### config.mk
export PLATFORM = sky130hd
export DESIGN_NAME = debounce_scheduler
export DESIGN_NICKNAME = d
export VERILOG_FILES = /design/src/rtl/debounce_pkg.sv /design/src/rtl/debounce_scheduler_arbiter.sv /design/src/rtl/debounce_scheduler.sv
export SDC_FILE = /design/constraint.sdc
export NUM_CORES = 1
export LEC_CHECK = 0
export ABC_CLOCK_PERIOD_IN_PS = 3400
export CORE_MARGIN = 1.5
export CORE_UTILIZATION = 40
export DETAILED_ROUTE_END_ITERATION = 10
export GPL_TIMING_DRIVEN = 0
export PLACE_DENSITY_LB_ADDON = 0.3
export SLEW_MARGIN = 30
export SYNTH_ARGS = -nofsm -noshare
export SYNTH_HDL_FRONTEND = slang
export SYNTH_SLANG_ARGS = --single-unit
### constraint.sdc
create_clock -name clk -period 3.4 [get_ports clk]
set_input_delay 0.34 -clock clk [delete_from_list [all_inputs] [get_ports clk]]
set_output_delay 0.34 -clock clk [all_outputs]
set_load 0.02 [all_outputs]
### src/rtl/debounce_pkg.sv
// Shared types and constants for the time-multiplexed debounce scheduler.
package debounce_pkg;

  typedef enum logic [1:0] {
    IDLE  = 2'd0,
    COUNT = 2'd1,
    DONE  = 2'd2
  } state_t;

  localparam int DEFAULT_FINAL_VALUE = 1_999_999;

  // Index width that never collapses to zero bits when N == 1.
  function automatic int idx_w(input int n);
    return (n <= 1) ? 1 : $clog2(n);
  endfunction

endpackage

### src/rtl/debounce_scheduler_arbiter.sv
// Combinational round-robin pick: first requester at or after ptr, with wrap.
module rr_arbiter
  import debounce_pkg::*;
#(
  parameter int N = 4
) (
  input  logic [N-1:0]          req,
  input  logic [idx_w(N)-1:0]   ptr,
  output logic [idx_w(N)-1:0]   gnt_idx,
  output logic                  any_req
);
  localparam int IW = idx_w(N);

  function automatic logic [IW-1:0] rot(input logic [IW-1:0] p, input int off);
    int j;
    j = int'(p) + off;
    if (j >= N) j = j - N;
    return IW'(j);
  endfunction

  assign any_req = |req;

  // Walk from the farthest offset down so the nearest requester wins last.
  always_comb begin
    gnt_idx = '0;
    for (int i = N - 1; i >= 0; i--) begin
      if (req[rot(ptr, i)]) gnt_idx = rot(ptr, i);
    end
  end

endmodule

### src/rtl/debounce_scheduler.sv
// N-input debouncer sharing one interval counter under round-robin arbitration.
module debounce_scheduler
  import debounce_pkg::*;
#(
  parameter int N           = 4,
  parameter int FINAL_VALUE = DEFAULT_FINAL_VALUE,
  parameter int CW          = (FINAL_VALUE < 1) ? 1 : $clog2(FINAL_VALUE + 1)
) (
  input  logic                clk,
  input  logic                rst,
  input  logic [N-1:0]        noisy,
  output logic [N-1:0]        debounced,
  output logic [N-1:0]        rise,
  output logic [N-1:0]        fall,
  output logic                busy,
  output logic [idx_w(N)-1:0] grant_idx
);
  localparam int IW = idx_w(N);
  localparam logic [CW-1:0] TERM = CW'(FINAL_VALUE);

  state_t          state_q, state_d;
  logic [N-1:0]    s1_q, s2_q;
  logic [N-1:0]    deb_q, deb_d;
  logic [N-1:0]    rise_q, rise_d;
  logic [N-1:0]    fall_q, fall_d;
  logic [CW-1:0]   cnt_q, cnt_d;
  logic [IW-1:0]   ptr_q, ptr_d;
  logic [IW-1:0]   gidx_q, gidx_d;

  logic [N-1:0]    pending;
  logic [IW-1:0]   arb_idx;
  logic            any_req;
  logic [IW-1:0]   ptr_nxt;

  assign pending = s2_q ^ deb_q;
  assign ptr_nxt = (gidx_q == IW'(N - 1)) ? '0 : gidx_q + 1'b1;

  rr_arbiter #(.N(N)) u_arb (
    .req     (pending),
    .ptr     (ptr_q),
    .gnt_idx (arb_idx),
    .any_req (any_req)
  );

  always_comb begin
    state_d = state_q;
    deb_d   = deb_q;
    rise_d  = '0;
    fall_d  = '0;
    cnt_d   = cnt_q;
    ptr_d   = ptr_q;
    gidx_d  = gidx_q;
    case (state_q)
      IDLE: begin
        if (any_req) begin
          gidx_d  = arb_idx;
          cnt_d   = '0;
          state_d = COUNT;
        end
      end
      COUNT: begin
        // A bounce back to the committed level forfeits the slot to the next index.
        if (s2_q[gidx_q] == deb_q[gidx_q]) begin
          ptr_d   = ptr_nxt;
          state_d = IDLE;
        end else if (cnt_q == TERM) begin
          deb_d[gidx_q] = s2_q[gidx_q];
          if (s2_q[gidx_q]) rise_d[gidx_q] = 1'b1;
          else              fall_d[gidx_q] = 1'b1;
          ptr_d   = ptr_nxt;
          state_d = DONE;
        end else begin
          cnt_d = cnt_q + 1'b1;
        end
      end
      DONE:    state_d = IDLE;
      default: state_d = IDLE;
    endcase
  end

  always_ff @(posedge clk or negedge rst) begin
    if (!rst) begin
      state_q <= IDLE;
      s1_q    <= '0;
      s2_q    <= '0;
      deb_q   <= '0;
      rise_q  <= '0;
      fall_q  <= '0;
      cnt_q   <= '0;
      ptr_q   <= '0;
      gidx_q  <= '0;
    end else begin
      state_q <= state_d;
      s1_q    <= noisy;
      s2_q    <= s1_q;
      deb_q   <= deb_d;
      rise_q  <= rise_d;
      fall_q  <= fall_d;
      cnt_q   <= cnt_d;
      ptr_q   <= ptr_d;
      gidx_q  <= gidx_d;
    end
  end

  assign debounced = deb_q;
  assign rise      = rise_q;
  assign fall      = fall_q;
  assign busy      = (state_q != IDLE);
  assign grant_idx = gidx_q;

endmodule
==> results.sh <==
export IMPL_r2r_end="cnt_q[2]"
export IMPL_ios=21
export IMPL_critPathLaunchType="flip-flop"
export IMPL_grt_pass1_vias=1618
export IMPL_status="complete, no violations"
export IMPL_rows=27
export IMPL_via_per_inst=5.46
export IMPL_skew_ps=4.93
export IMPL_path_delay_family="multiplexers"
export IMPL_tritoncts="done"
export IMPL_place_hpwl_um=3080
export IMPL_portBuffers=20
export IMPL_worst_path_most_repeated_cell="o211ai_1"
export IMPL_critPathKind="flip-flop to flip-flop"
export IMPL_clk_path_buf_depth=2
export IMPL_ant_nets=0
export IMPL_die_x_um=78.5
export IMPL_yosysWarnings=0
export IMPL_cp_startpoint="grant_idx[0]"
export IMPL_cp_max_fo=10
export IMPL_syn_area_per_cell_um2=10.6
export IMPL_p_leak_nw=1.10
export IMPL_nNetsFinal=253
export IMPL_synthesis_area_um2=2280
export IMPL_overflow=0
export IMPL_power_density_nw_per_um2=548
export IMPL_period_share=0.737
export IMPL_antenna_cells=0
export IMPL_htree_levels=2
export IMPL_finalWeightedCongestion=0.761
export IMPL_ys_seq_elements=47
export IMPL_synthCells=215
export IMPL_via_count=1720
export IMPL_post_route_util=0.484
export IMPL_ys_seq_area_frac=0.516
export IMPL_antenna_found_initial=0
export IMPL_critPathRequiredTime_ps=3590
export IMPL_crit_slowest_cell="mux4_2"
export IMPL_rr_startpoint="grant_idx[0]"
export IMPL_stdcell_count=315
export IMPL_grt_pass1_wl_um=7710
export IMPL_slowest_delay_ps=650
export IMPL_route_detailed_drc=0
export IMPL_syn_nets=226
export IMPL_initial_core_util=0.414
export IMPL_drv_cap=0
export IMPL_synth_area_top_cells="dfrtp_1, o31ai_1, a21oi_1"
export IMPL_area_growth_pct=17.0
export IMPL_tightest_slew_ps=582
export IMPL_worst_skew_pair_late_latency_ps=310
export IMPL_numClockSinks=47
export IMPL_rsz0062_at_grt="no"
export IMPL_die_height_um=78.5
export IMPL_wl_um=4340
export IMPL_maxSlewHeadroom=0.612
export IMPL_finalHoldViolations=0
export IMPL_grt_max_degree=48
export IMPL_setup_viol=0
export IMPL_dieArea_um2=6160
export IMPL_fin_tns_setup_ps=0
export IMPL_min_path_type="primary input to asynchronous set/reset pin"
export IMPL_synth_largest_area_cell="dfrtp_1"
export IMPL_period_minus_slack_ps=2500
export IMPL_path_buf_inv=2
export IMPL_first_pass_iters=4
export IMPL_dp_cells=307
export IMPL_max_clock_freq_ghz=0.399
export IMPL_most_common_layout_cells="dfrtp_1, clkdlybuf4s50_1, nand2_1"
export IMPL_cts_made_buffers=5
export IMPL_reg2reg_depth=7
export IMPL_core_area_um2=5510
export IMPL_end_kind="flip-flop"
export IMPL_irDropWorstVdd_v=0.000367
export IMPL_arrival_ps=2690
export IMPL_ys_types=42
export IMPL_drt_iter0_drc=69
export IMPL_drive_gt1_frac=0.0823
export IMPL_grt_util_all_layers=0.160
export IMPL_wl_per_cell_um=13.8
export IMPL_cts_hold_repair_buffers=0
export IMPL_post_cts_resized=0
export IMPL_clockRootBuffer="clkbuf_8"
export IMPL_layout_commonest_cell="dfrtp_1"
export IMPL_rrSetupSlack_ps=900
export IMPL_path_cells="mux4_2, xor2_2, o211ai_1, buf_2, buf_1, o211ai_1, o31ai_1"
export IMPL_slew_violations=0
export IMPL_yosysTopAreaCellShare=0.516
export IMPL_cts_setup_buffers=0
export IMPL_clkTransAtPathRegs_ps=90
layout make-up:
type                            count  area [µm²]
Fill cell                         501        2840
Sequential cell                    47        1180
Multi-Input combinational cell    153        1040
Timing Repair Buffer               20         198
Tap cell                           72        90.1
Clock buffer                        6        82.6
Inverter                            9        33.8
Buffer                              6        31.3
Clock inverter                      2        16.3
how the worst max path moves through the flow:
stage                endpoint  slack, ps  depth (start not counted)
floorplan           cnt_q[17]       1050                          6
global placement      fall[1]        640                          1
detailed placement   cnt_q[2]        900                          7
CTS                  cnt_q[2]        880                          7
global route         cnt_q[2]        690                          7
finish               cnt_q[2]        900                          7
worst reg2reg max path: cells and delay by family (launching register included):
family	cells	cell delay (ps)
mux	1	650
flops	1	540
compound gates	3	470
buf+inv	2	440
xor+xnor	1	280
logic make-up after synthesis:
family,Yosys count,synth area share
adders and majority gates,5,0.0274
and+or+nand+nor,88,0.220
muxes,10,0.0598
DFF,47,0.516
buffers and inverters,15,0.0285
xor gates and xnor gates,6,0.0263
AOI/OAI and AO/OA,44,0.122
metal layers:
metal / track usage / wire length (µm)
met1: 0.221 / 2130
met2: 0.245 / 1990
met3: 0.0384 / 143
met4: 0.0589 / 72
met5: 0 / 0
synth_stat cells, drive strengths merged:
cell type  instances
a211oi             1
a21o               2
a21oi             14
and2               8
and3               5
and4               1
buf                3
clkbuf             3
dfrtp             47
ha                 5
inv                9
mux2               6
mux2i              2
mux4               2
nand2             18
nand2b             3
nand3             11
nand4              8
nor2               4
nor2b              1
nor3               6
nor4               3
nor4b              2
nor4bb             1
o211ai             5
o21a               1
o21ai              8
o221ai             1
o31a               1
o31ai             10
o41ai              1
or2                4
or3                5
or4                8
xnor2              1
xor2               5
flip-flops by register name, indices dropped and copies added, names as in the netlist:
register   count
cnt_q         21
debounced      4
fall           4
rise           4
s1_q           4
s2_q           4
grant_idx      2
ptr_q          2
state_q        2
report_power, final:
part | total (W) | switching [W] | internal (W)
Sequential | 0.000669 | 0.0000634 | 0.000606
Combinational | 0.000434 | 0.000262 | 0.000172
Clock | 0.000359 | 0.000193 | 0.000166
through the flow:
stage | instance area, µm² | setup slack (ps) | total power (W) | hold slack [ps]
global placement | 2570 | 643 | 0.00111 | 331
finish | 2670 | 896 | 0.00146 | 22.8
global route | 2670 | 691 | 0.00157 | 79.7
CTS | 2670 | 880 | 0.00148 | 49.7
floorplan | 2280 | 1050 | 0.000973 | 44.4
detailed placement | 2570 | 899 | 0.00112 | 335
Note: power is estimated with default switching activity, not from simulation.
